==> src/rtl/tx_dist_fifo.sv <==
// First-word-fall-through FIFO built on a distributed (async-read) dual-port RAM,
// with an optional registered output stage, registered level/threshold flags and an overflow counter.
module tx_dist_fifo #(
    parameter int ADDR_WIDTH = 4,
    parameter int DATA_WIDTH = 70,
    parameter int OUT_REG    = 0,
    parameter int AFULL_LVL  = (1 << ADDR_WIDTH) - 2,
    parameter int AEMPTY_LVL = 2
) (
    input  logic                  clk,
    input  logic                  rst,
    input  logic                  flush,
    input  logic [DATA_WIDTH-1:0] s_data,
    input  logic                  s_valid,
    output logic                  s_ready,
    output logic [DATA_WIDTH-1:0] m_data,
    output logic                  m_valid,
    input  logic                  m_ready,
    output logic [ADDR_WIDTH:0]   level,
    output logic                  almost_full,
    output logic                  almost_empty,
    output logic [15:0]           ovf_cnt
);

    localparam int DEPTH    = 1 << ADDR_WIDTH;
    localparam int CAPACITY = (OUT_REG != 0) ? DEPTH + 1 : DEPTH;
    localparam logic [ADDR_WIDTH:0] CAP     = CAPACITY[ADDR_WIDTH:0];
    localparam logic [ADDR_WIDTH:0] PTR_ONE = {{ADDR_WIDTH{1'b0}}, 1'b1};

    logic [DATA_WIDTH-1:0] mem [DEPTH];

    logic [ADDR_WIDTH:0] wrPtr_q, wrPtr_d;
    logic [ADDR_WIDTH:0] rdPtr_q, rdPtr_d;
    logic [ADDR_WIDTH:0] level_q, level_d;
    logic [15:0]         ovfCnt_q, ovfCnt_d;
    logic                sReady_q;
    logic                aFull_q;
    logic                aEmpty_q;

    logic                  ramEmpty;
    logic                  ramFull;
    logic                  push;
    logic                  pop;
    logic                  ramRead;
    logic [DATA_WIDTH-1:0] ramData;

    assign ramEmpty = (wrPtr_q == rdPtr_q);
    assign ramFull  = (wrPtr_q[ADDR_WIDTH] != rdPtr_q[ADDR_WIDTH]) &&
                      (wrPtr_q[ADDR_WIDTH-1:0] == rdPtr_q[ADDR_WIDTH-1:0]);
    assign ramData  = mem[rdPtr_q[ADDR_WIDTH-1:0]];
    assign push     = s_valid && sReady_q && !ramFull;

    // Storage has no reset; a write in the flush cycle is dropped along with the contents.
    always_ff @(posedge clk) begin
        if (push && !flush) begin
            mem[wrPtr_q[ADDR_WIDTH-1:0]] <= s_data;
        end
    end

    if (OUT_REG != 0) begin : gOutReg
        logic                  outValid_q;
        logic [DATA_WIDTH-1:0] outData_q;

        // The stage refills from RAM whenever it is empty or being drained this cycle.
        assign pop     = outValid_q && m_ready;
        assign ramRead = !ramEmpty && (!outValid_q || m_ready);
        assign m_valid = outValid_q;
        assign m_data  = outData_q;

        always_ff @(posedge clk or posedge rst) begin
            if (rst) begin
                outValid_q <= 1'b0;
                outData_q  <= '0;
            end else if (flush) begin
                outValid_q <= 1'b0;
                outData_q  <= '0;
            end else if (ramRead) begin
                outValid_q <= 1'b1;
                outData_q  <= ramData;
            end else if (pop) begin
                outValid_q <= 1'b0;
            end
        end
    end else begin : gNoOutReg
        assign pop     = !ramEmpty && m_ready;
        assign ramRead = pop;
        assign m_valid = !ramEmpty;
        assign m_data  = ramData;
    end

    always_comb begin
        wrPtr_d  = wrPtr_q;
        rdPtr_d  = rdPtr_q;
        level_d  = level_q;
        ovfCnt_d = ovfCnt_q;
        if (flush) begin
            wrPtr_d  = '0;
            rdPtr_d  = '0;
            level_d  = '0;
            ovfCnt_d = '0;
        end else begin
            if (push) begin
                wrPtr_d = wrPtr_q + PTR_ONE;
            end
            if (ramRead) begin
                rdPtr_d = rdPtr_q + PTR_ONE;
            end
            if (push && !pop) begin
                level_d = level_q + PTR_ONE;
            end else if (pop && !push) begin
                level_d = level_q - PTR_ONE;
            end
            if (s_valid && !sReady_q && (ovfCnt_q != 16'hFFFF)) begin
                ovfCnt_d = ovfCnt_q + 16'd1;
            end
        end
    end

    // Flags are derived from the next level so they line up with the pointer update.
    always_ff @(posedge clk or posedge rst) begin
        if (rst) begin
            wrPtr_q  <= '0;
            rdPtr_q  <= '0;
            level_q  <= '0;
            ovfCnt_q <= '0;
            sReady_q <= 1'b0;
            aFull_q  <= 1'b0;
            aEmpty_q <= 1'b1;
        end else begin
            wrPtr_q  <= wrPtr_d;
            rdPtr_q  <= rdPtr_d;
            level_q  <= level_d;
            ovfCnt_q <= ovfCnt_d;
            sReady_q <= (level_d != CAP);
            aFull_q  <= (int'(level_d) >= AFULL_LVL);
            aEmpty_q <= (int'(level_d) <= AEMPTY_LVL);
        end
    end

    assign s_ready      = sReady_q;
    assign level        = level_q;
    assign almost_full  = aFull_q;
    assign almost_empty = aEmpty_q;
    assign ovf_cnt      = ovfCnt_q;

endmodule

==> config.mk <==
export PLATFORM = sky130hd
export DESIGN_NAME = tx_dist_fifo
export DESIGN_NICKNAME = d
export VERILOG_FILES = /design/src/rtl/tx_dist_fifo.sv
export SDC_FILE = /design/constraint.sdc
export NUM_CORES = 1
export LEC_CHECK = 0
export ABC_AREA = 0
export CORE_UTILIZATION = 47
export CTS_BUF_LIST = sky130_fd_sc_hd__clkbuf_4
export CTS_CLUSTER_SIZE = 28
export DETAILED_ROUTE_END_ITERATION = 7
export PLACE_DENSITY = 0.64
export SYNTH_ARGS = -nofsm -noshare
export SYNTH_HDL_FRONTEND = slang
export SYNTH_SLANG_ARGS = --single-unit
==> constraint.sdc <==
create_clock -name clk -period 8.4 [get_ports clk]
set_clock_uncertainty 0.1 [all_clocks]
set_input_delay 1.26 -clock clk [delete_from_list [all_inputs] [get_ports clk]]
set_output_delay 1.26 -clock clk [all_outputs]
set_load 0.02 [all_outputs]
==> Word level (Yosys, flattened, before mapping) <==
Memories as Yosys holds them, arrays and structs flattened.
Cells that the tools add are included.
{ "totals": {"inputBits": 75, "elab_cells": 49, "output_inout_bits": 95, "reg_bits": 34, "mem_bits_rw": 1120, "n_memories": 1} }
{ "op_classes": {"magnitude_cmp": 2, "add_sub_neg": 5, "eq_ne": 5, "muxes": 11, "reduce_logical": 18} }
{ "memory_table": {"columns": ["name", "depth", "width", "read_ports", "rd_clocked_by_memory_dff", "wr", "line_no", "source"], "rows": [
  ["mem", 16, 70, 1, 0, 1, "30", "logic [DATA_WIDTH-1:0] mem [DEPTH];"]
]} }
{ "op_table": {"columns": ["operator", "count"], "rows": [
  ["5-bit two-way mux", 7],
  ["16-bit two-way mux", 2],
  ["16-bit by 1-bit adder with 16-bit output (second input constant)", 1],
  ["16-bit != test (second input constant)", 1],
  ["5-bit by 1-bit adder with 5-bit output (second input constant)", 3],
  ["1-bit logical AND", 9],
  ["1-bit zero test", 6],
  ["2-bit nonzero test", 3],
  ["5-bit equality test", 1],
  ["5-bit by 4-bit >= comparator with 1-bit output (second input constant)", 1],
  ["5-bit by 2-bit <= comparator with 1-bit output (second input constant)", 1],
  ["5-bit != test (second input constant)", 1],
  ["5-bit by 1-bit subtractor with 5-bit output (second input constant)", 1],
  ["4-bit equality test", 1],
  ["1-bit two-way mux", 2],
  ["1-bit != test", 1]
]} }

==> Depth between registers and ports, before layout <==
{ "depth": {"word_depth": 10, "mapped_depth": 8, "depth_no_buf": 8} }

==> Least setup slack after synthesis <==
OpenSTA, ideal clock, no wires.
{ "synth_timing": {"kind": "input to register", "from": "input port s_valid", "to": "memory mem[0][0] (enable)", "arrival_time_ps": 6680, "setup_ps": 585, "path_stages": 5, "path_slack_ps": 1035, "path_buffers": 0, "cell_sequence": "nand2_1 -> a21oi_2 -> nor2b_1 -> nand2_1 -> nor3_1"} }
{ "synth_between": {"elab_chain_len": 5} }
{ "synth_lines": {"columns": ["element", "line_no", "source"], "rows": [
  ["start, declared", "14", "input logic s_valid,"],
  ["1-bit logical AND (2 in series)", "51", "assign push = s_valid && sReady_q && !ramFull;"],
  ["1-bit logical AND", "55", "if (push && !flush) begin"],
  ["1-bit two-way mux", "55", null],
  ["1-bit two-way mux (not written as such)", "56", "mem[wrPtr_q[ADDR_WIDTH-1:0]] <= s_data;"],
  ["end, declared", "30", null]
]} }
No other way between the ends.

==> Final worst setup path <==
{ "layout_timing": {"from": "register rdPtr_q[0]", "to": "output port m_data[12]"} }
{ "layout_between": {"elab_chain_len": 1} }
{ "layout_lines": {"columns": ["element", "line_no", "source"], "rows": [
  ["start, declared", "33", "logic [ADDR_WIDTH:0] rdPtr_q, rdPtr_d;"],
  ["start signal, assigned", "131", "rdPtr_q <= rdPtr_d;"],
  ["memory read 16 x 70 bit", null, null],
  ["end, declared", "16", "output logic [DATA_WIDTH-1:0] m_data,"]
]} }
No other way between the ends.

==> flow_summary_export.csv <==
group,metric,value,unit
global_routing,first_global_vias,22371,
worst_setup_path,cp_cell_sequence,"buf_4, buf_4, mux4_2, mux4_2, clkdlybuf4s50_1",
global_routing,gr-total-overflow,0,
logic_synthesis,synth_area,44000,um2
cts,clock-sinks,1154,
worst_setup_path,reg2reg_setup_slack,3410,ps
cts,clockRootBuffer,"clkbuf_4",
timing,tns,0,ps
worst_setup_path,end_kind,"output pin",
logic_synthesis,synthArstFlopShare,2.95,%
cts,clockBufferDepth,4,
worst_setup_path,path_buf_inv,3,
detailed_routing,first_pass_iters,6,
logic_synthesis,ys_ff_latch,1154,
cts,clk_pin_slew,50,ps
worst_setup_path,ff2ff_path_depth,8,
power_and_ir_drop,intPower,10.1,mW
placed_design,dp_hpwl,49000,um
detailed_routing,wl_met2,46800,um
cts,cts_tree,"done",
timing,fin_crit_sh,72.3,%
timing,slew_headroom,6.61,%
worst_setup_path,cp_slowest_stage_delay,670,ps
logic_synthesis,synth_ff_type,"edfxtp_1",
power_and_ir_drop,max-vdd-ir-drop,0.194,mV
worst_setup_path,setup.worst_path.start_class,"flop",
die,core_area,92200,um2
power_and_ir_drop,leakage,15.8,nW
detailed_routing,vias,20747,
worst_setup_path,critPathRequiredTime,7040,ps
worst_setup_path,cp_top_family,"buffers and inverters",
power_and_ir_drop,net-switching-power,3.39,mW
worst_setup_path,path_max_fanout,39,
detailed_routing,drt-met1-wl,39500,um
hold_path,min-delay-start,"ovf_cnt[5]$_DFFE_PP0P_",
worst_setup_path,cp-endpoint,"m_data[12]",
logic_synthesis,yosysSeqAreaShare,78.3,%
detailed_routing,top_layer_used,"met5",
timing,max_freq,165,MHz
timing,setup_violations,0,
run_status,status,"completed",
logic_synthesis,synth.top_cell.area_share,76.4,%
detailed_routing,wl_per_cell,26.0,um
cts,postCtsHoldBufs,0,
detailed_routing,final_antenna_net_count,0,
logic_synthesis,yosysTopAreaCell,"edfxtp_1",
cts,cts_max_level,5,
power_and_ir_drop,clock_power_share,33.9,%
placed_design,port_buffers,169,
die,rows,111,
timing,tightest_slew,1400,ps
worst_setup_path,r2r-end,"mem[7][59]$_DFFE_PP_",
flow_run,maxCapViolations,0,
detailed_routing,wirelength,94500,um
worst_setup_path,startpoint,"rdPtr_q[0]$_DFFE_PP0P_",
finish,syn_to_final_growth,15.6,%
global_routing,grt_usage,20.7,%
cts,post-cts-setup-buffer-count,0,
cts,cts_made_buffers,306,
logic_synthesis,yosys_warnings,0,
global_routing,grt_max_degree,116,
logic_synthesis,synth_cell_types,52,
cts,cts_resized,0,
detailed_routing,routed-wl-met3,6650,um
timing,min_period,6070,ps
logic_synthesis,synthCells,1786,
die,die_area,94900,um2
power_and_ir_drop,power_frac_seq,48.0,%
detailed_routing,routed_via_density,5.70,
worst_setup_path,worst-path-stages,5,
die,die_w,308,um
worst_setup_path,critical_path_arrival,4710,ps
finish,fin_nets,2293,
cts,clk_latency,1090,ps
timing,hold_viol_final,0,
timing,finalMaxSlewViolations,0,
hold_path,hold_class,"reg2reg",
power_and_ir_drop,switching_share,25.1,%
timing,rsz0062_at_grt,"false",
logic_synthesis,syn_avg_cell_area,24.6,um2
worst_setup_path,critPathKind,"reg2out",
finish,drive_gt1_share,36.2,%
power_and_ir_drop,power_per_cell_area,265,nW/um2
timing,worst_hold_slack,478,ps
global_routing,grt_antenna_before_repair,6,
logic_synthesis,synth_area_leaders,"edfxtp_1 76%, mux4_2 18%, dfrtp_1 1.9%",
detailed_routing,drtIter0Drc,1714,
die,chipHeight,308,um
worst_setup_path,r2r_start,"rdPtr_q[0]$_DFFE_PP0P_",
global_routing,grt_pass1_wl,143000,um
die,initial_core_util,47.7,%
power_and_ir_drop,comb_power_share,18.2,%
detailed_routing,drc,0,
logic_synthesis,syn_nets,1869,
die,ios,170,
worst_setup_path,critical-path-slowest-cell,"buf_4",
placed_design,gp_congestion,0.771,
logic_synthesis,synth-edff-count,1120,
## cells in the final DEF (no fill, tap or decap), types with 4 or more instances in the layout
master and count:
xor2_1 8, nor3_2 5, nor2_4 12, dfrtp_4 4, nor3_1 6, inv_2 7, a21oi_1 7, nor4_1 4
xnor2_1 18, clkinv_2 4, clkinv_1 46, clkbuf_4 431, inv_1 9, mux2i_1 6, edfxtp_1 1120, mux4_2 350
ha_1 8, buf_12 5, nand4_1 6, nor2_1 34, dfrtp_1 29, buf_4 30, nand2_1 17, clkdlybuf4s50_1 169
or3_1 4, nand3_1 8, o21ai_0 5
## kinds of logic (layout without fill, tap and decap cells)
group / Yosys count / after routing / share of synthesized area, %
XOR/XNOR: 27 / 27 / 0.554
flip-flops: 1154 / 1154 / 78.3
AND/OR/NAND/NOR: 113 / 113 / 1.27
AO/OA/AOI/OAI: 28 / 28 / 0.489
adder cells (fa/ha/maj): 8 / 8 / 0.227
other: 0 / 3 / 0
multiplexers: 359 / 359 / 18.1
buffers and inverters: 97 / 707 / 0.966
## layout make-up
| type | instances | area [um2] |
|---|---|---|
| Fill cell | 7014 | 41300 |
| Clock buffer | 431 | 3240 |
| Clock inverter | 63 | 334 |
| Multi-Input combinational cell | 535 | 9220 |
| Sequential cell | 1154 | 34500 |
| Timing Repair Buffer | 204 | 2020 |
| Inverter | 9 | 33.8 |
| Tap cell | 1243 | 1560 |
| Antenna cell | 3 | 7.51 |
## power groups by stage
| stage | registers (mW) | clock network, mW | logic, mW |
|---|---|---|---|
| after global placement | 6.59 | 0 | 2.49 |
| after floorplan | 6.58 | 0 | 1.72 |
| after global routing | 6.48 | 5.00 | 2.63 |
| final | 6.48 | 4.57 | 2.45 |
| after detailed placement | 6.60 | 0 | 2.51 |
| after CTS | 6.48 | 4.72 | 2.52 |
## registers in the layout, indices dropped and copies added (netlist names)
signal        count
ovf_cnt          16
mem            1120
almost_full       1
s_ready           1
level             5
almost_empty      1
wrPtr_q           5
rdPtr_q           5
## worst min path at each step
| stage | endpoint | cells after the start |
|---|---|---|
| after floorplan | rdPtr_q[4]$_DFFE_PP0P_ | 2 |
| after global placement | ovf_cnt[5]$_DFFE_PP0P_ | 2 |
| after detailed placement | ovf_cnt[5]$_DFFE_PP0P_ | 2 |
| after CTS | rdPtr_q[1]$_DFFE_PP0P_ | 3 |
| after global routing | level[4]$_DFF_PP0_ | 3 |
| final | ovf_cnt[5]$_DFFE_PP0P_ | 2 |
## Yosys cell counts (2+ instances only)
library cell and instances:
nor2_1 46, and2_1 3, o21ai_1 2, and4_1 2, nor2b_1 3, buf_2 31, mux2i_1 6, nand3_1 8
nand4_1 6, xnor2_1 18, xor2_1 8, buf_6 2, nor4_1 4, mux2_4 2, clkbuf_1 43, nor3_1 10
a21oi_1 7, ha_1 8, mux4_2 350, o21ai_0 5, dfrtp_1 33, buf_1 10, o22ai_1 2, nand2b_1 2
edfxtp_1 1120, inv_1 9, or3_1 4, buf_4 2, nand2_1 17
## worst min-delay path, cell delays in order (launching register included)
cell	delay (ps)
dfrtp_1	380
xnor2_1	130
nor2_1	40
## through the flow
stage                     instances  util (%)  worst slack [ps]  power, mW  cell area [um2]
final                          3642      55.2              2330       13.5            50900
after global routing           3641      55.2              1980       14.1            50900
after CTS                      3637      55.1              2080       13.7            50900
after detailed placement       3143      51.3              3120       9.11            47300
after global placement         3143      51.3              3190       9.08            47300
after floorplan                1786         -              1030       8.30            44000
## routing by layer
layer / track usage [%] / up-vias
met5: 0 / -
met4: 6.43 / 8
met3: 4.92 / 140
met2: 32.6 / 777
met1: 28.7 / 11089
li1: - / 8733
(Power assumes the default switching activity.)
==> RTL edit 1, RTL diff (config.mk and constraints unchanged) <==
Set the parameter `OUT_REG` to 1 (it was 0).
--- a/src/rtl/tx_dist_fifo.sv
+++ b/src/rtl/tx_dist_fifo.sv
@@ -3,7 +3,7 @@
 module tx_dist_fifo #(
     parameter int ADDR_WIDTH = 4,
     parameter int DATA_WIDTH = 70,
-    parameter int OUT_REG    = 0,
+    parameter int OUT_REG    = 1,
     parameter int AFULL_LVL  = (1 << ADDR_WIDTH) - 2,
     parameter int AEMPTY_LVL = 2
 ) (
Function: changed (a bounded check fails within 4 cycles, from zero or initial values and one cycle with rst high).
==> RTL edit 1 against the original RTL <==
Sequential cell count rose by 71. Register-to-register slack improved by 0.08 ns. Area after synthesis rose by 6.4%. Wire length rose by 7.5%. Total power rose by 10%. Worst setup slack improved by 1.2 ns. First-iteration DRC count rose by 41%. Critical path depth rose by 1. Final area rose by 6.1%.
==> RTL edit 1: results (changes against the original RTL) <==
Nets 2609 (+14%); CP Data Arrival Time 5.51 ns (+0.80 ns); Largest delay share family, worst path simple AND/OR/NAND/NOR gates; RePlAce Congestion 0.772 (+0.10%); Post-DP HPWL 54.9 mm (+12%); Post-synth ARST share 8.57% (+5.6 points); Yosys cell types 49 (-5.8%); Mapped Nets 2196 (+17%); VDD IR max 0.207 mV (+7.1%); worst stage delay on the critical path 1.12 ns (+0.45 ns); pin count of the biggest net entering global routing 153 (+32%); slowest CP cell dfrtp_4; crit-path max FO 63 (+62%); Fillers 7482 (+6.7%); layout cells sized above 1 32.9% (-3.4 points); P_leak 17.3 nW (+9.6%); max-slew headroom at the worst pin 11.4% (+4.8 points); post-synthesis sequential area ratio 77.4% (-0.91 points); total CTS buffers 324 (+5.9%); DR vias 23000 (+11%); Post-synth EDFFs 1120 (unchanged); Total GRT Usage 20.7% (+0.040 points); DR pass1 iterations 5 (-1); clock-pin slew on the worst setup and hold paths ~0.06 ns; top cells by count, synth 1120 x edfxtp_1, 350 x mux4_2, 163 x nand2_1; first-pass GRT wire length 154 mm (+8.0%); clk_lat worst skew 1.14 ns (+0.05 ns); vias in the first global route 24900 (+11%); initial drt markers 2415 (+41%); status finished clean; routed wire length 102 mm (+7.5%)
RTL edit 1: kinds of logic (layout without fill, tap and decap cells):
kind of cell,after synthesis,count (layout),share of synthesized area (%)
flip-flops,1225,1225,77.4
multiplexers,354,354,16.9
AND/OR/NAND/NOR,268,268,2.53
buffers and inverters,124,759,1.12
AO/OA/AOI/OAI,111,111,1.36
XOR/XNOR,23,23,0.430
adder cells (fa/ha/maj),8,8,0.214
other,0,2,0
RTL edit 1: where the power goes:
part / leakage, nW / internal [mW] / total [mW] / switching (mW)
combinational: 3.44 / 1.41 / 2.93 / 1.52
clock: 2.35 / 2.63 / 4.92 / 2.29
sequential: 11.5 / 6.84 / 7.02 / 0.183
RTL edit 1: final cells by class:
type                       instances  area, um^2  share of cell area [%]
sequential                      1225       36300                    67.2
multi-input combinational        764       10200                    18.9
clock buffer                     466        3500                    6.48
timing repair buffer             202        1960                    3.63
tap                             1287        1610                    2.98
clock inverter                    82         413                   0.765
inverter                           9        38.8                  0.0718
antenna                            2        5.00                 0.00927
RTL edit 1: worst paths after layout:
path                                        start                     end  slack (ns)  cells after the start
max                        rdPtr_q[1]$_DFFE_PP0P_   mem[15][42]$_DFFE_PP_        3.49                      6
min                        m_data[63]$_DFFE_PP0P_  m_data[63]$_DFFE_PP0P_        0.42                      2
max reg2reg                rdPtr_q[1]$_DFFE_PP0P_   mem[15][42]$_DFFE_PP_        3.49                      6
min reg2reg                m_data[63]$_DFFE_PP0P_  m_data[63]$_DFFE_PP0P_        0.42                      2
max in group asynchronous                     rst  rdPtr_q[1]$_DFFE_PP0P_        6.24                      3
min in group asynchronous                     rst  m_data[26]$_DFFE_PP0P_        0.43                      2
RTL edit 1: through the flow:
step	cells	hold slack, ns	setup TNS, ns	area (um^2)	setup slack [ns]
6_report	4037	0.421	0	54000	3.49
5_1_grt	4036	0.394	0	54000	3.21
4_1_cts	4035	0.311	0	54000	3.45
3_5_place_dp	3487	0.415	0	50100	3.12
3_3_place_gp	3487	0.414	0	50100	3.16
2_1_floorplan	2113	0.461	-151.11	46800	-0.720
RTL edit 1: worst reg2reg max path: stages (launching register included):
cell and delay, ns:
dfrtp_4 1.12, xor2_1 0.33, nor4_4 0.15, a21oi_1 0.64
nand3_1 0.46, nor2_4 1.06, buf_4 0.68
RTL edit 1: layer usage:
layer	track usage (%)	up-vias	routed length (um)
met4	5.81	2	1410
met3	4.96	142	7730
met5	0	-	13
met1	29.6	12100	43900
met2	32.1	888	48600
li1	-	9812	-
==> RTL edit 2, RTL diff (config.mk and constraints unchanged) <==
Made on the original files. Reset style: synchronous (`rst`), changed in 2 clocked blocks. Comments in the files are not updated.
--- a/src/rtl/tx_dist_fifo.sv
+++ b/src/rtl/tx_dist_fifo.sv
@@ -67,7 +67,7 @@
         assign m_valid = outValid_q;
         assign m_data  = outData_q;
 
-        always_ff @(posedge clk or posedge rst) begin
+        always_ff @(posedge clk) begin
             if (rst) begin
                 outValid_q <= 1'b0;
                 outData_q  <= '0;
@@ -117,7 +117,7 @@
     end
 
     // Flags are derived from the next level so they line up with the pointer update.
-    always_ff @(posedge clk or posedge rst) begin
+    always_ff @(posedge clk) begin
         if (rst) begin
             wrPtr_q  <= '0;
             rdPtr_q  <= '0;
Formal check against the unedited RTL: differs if rst is asserted again (counterexample within 4 cycles, from zero or initial values and one cycle with rst high); with rst held inactive, the same outputs for 4 cycles.
==> RTL edit 2 against the original RTL <==
Area after synthesis barely moved. Worst setup slack better by 0.23 ns. Final area about the same. Sequential cell count up 4. Largest cell class unchanged. Wire length down 1.4%. Fmax rose by 4.0%.
Power is not compared: it rests on default switching activity, and its combinational part moved more than twofold at a synthesized area within 25%.
==> RTL edit 2: results (changes against the original RTL) <==
Non-Filler Instances 3668 (+0.71%); initial drt markers 1630 (-4.9%); clk_lat worst skew 1.15 ns (+0.06 ns); met3 usage 6.18% (+1.3 points); vias in the first global route 22200 (-0.62%); first-pass GRT wire length 138 mm (-3.3%); fmax 0.171 GHz (+4.0%); Synth area leaders edfxtp_1 76%, mux4_2 18%, dfxtp_1 1.7%; final hold slack 0.420 ns (-0.0587 ns); status finished clean; met2 usage 32.3% (-0.33 points); Post-synth ARST share 0% (-2.9 points); clock-pin slew on the worst setup and hold paths 0.08 ns (+0.03 ns); DR pass1 iterations 5 (-1); Placed Instances 3164 (+0.67%); initial antenna violation count 11 (+5); CP Data Arrival Time 4.48 ns (-0.23 ns); max-slew headroom at the worst pin 26.3% (+20 points); layout cells sized above 1 35.5% (-0.69 points); Syn Area/Cell 24.3 um^2 (-1.5%); GRT met1 Usage 26.7% (-2.0 points); Yosys cell types 56 (+7.7%); post-synthesis sequential area ratio 78.1% (-0.28 points); vias per cell 5.66 (-0.63%); DP Area 47300 um^2 (about the same); Nets 2316 (+1.0%); pin count of the biggest net entering global routing 155 (+34%); Post-DP HPWL 47.9 mm (-2.2%); WL per Instance 25.4 um (-2.1%); total CTS buffers 310 (+1.3%); RePlAce Congestion 0.773 (+0.18%)
RTL edit 2: cell count changes in the layout (fill, tap and decap cells not counted), moves of 3 or more:
cell,change
buf_4,-7
a21oi_1,+3
and3_1,+4
dfrtp_1,-29
nand4_1,+6
nand2_1,+3
a41oi_1,+3
xor2_1,+3
dfxtp_1,+34
dfrtp_4,-4
clkinv_1,+6
xnor2_1,-3
dfxtp_4,+4
mux2_2,+3
RTL edit 2: layer usage:
metal	share of wire [%]	routed length, um	vias up
met2	50	46800	706
met1	41	38700	11100
met4	1.2	1140	14
li1	-	-	8856
met3	7.0	6520	110
met5	0.093	87	-
RTL edit 2: final timing paths:
check                             end                      from
max                        m_data[65]                 flip-flop
min          ovf_cnt[11]$_SDFFE_PP0P_  ovf_cnt[11]$_SDFFE_PP0P_
max reg2reg      mem[4][64]$_DFFE_PP_   wrPtr_q[3]$_SDFFE_PP0N_
min reg2reg  ovf_cnt[11]$_SDFFE_PP0P_  ovf_cnt[11]$_SDFFE_PP0P_
RTL edit 2: final cells by class:
type	count	area share, %
clock buffers	432	6.37
inverters	9	0.0664
diodes	5	0.0246
clock inverters	67	0.639
flip-flops and latches	1158	67.6
repair buffers	199	3.94
multi-input cells	555	18.3
well taps	1243	3.06
RTL edit 2: power groups by stage:
stage,logic (mW),clock network (mW),registers (mW)
after floorplan,0.106,0,6.48
after global placement,0.258,0,6.47
after detailed placement,0.268,0,6.47
after CTS,0.269,4.70,6.35
after global routing,0.285,4.98,6.35
final,0.265,4.54,6.35
RTL edit 2: metrics by stage:
stage	util, %	setup slack, ns
2_1_floorplan	-	0.982
3_3_place_gp	51.3	3.37
3_5_place_dp	51.3	3.35
4_1_cts	55.2	2.35
5_1_grt	55.2	2.21
6_report	55.2	2.56
RTL edit 2: logic make-up after synthesis:
group | count (synthesis) | synth area share, %
simple gates | 124 | 1.41
compound gates | 38 | 0.642
mux | 358 | 18.1
fa+ha+maj | 8 | 0.227
buf+inv | 101 | 1.02
xor+xnor | 27 | 0.554
flops | 1158 | 78.1
RTL edit 2: worst max-delay path, stage by stage, from the launching register on:
cell	delay, ns
dfxtp_4	0.67
buf_12	0.69
mux4_2	0.60
mux4_2	0.49
clkdlybuf4s50_1	0.72
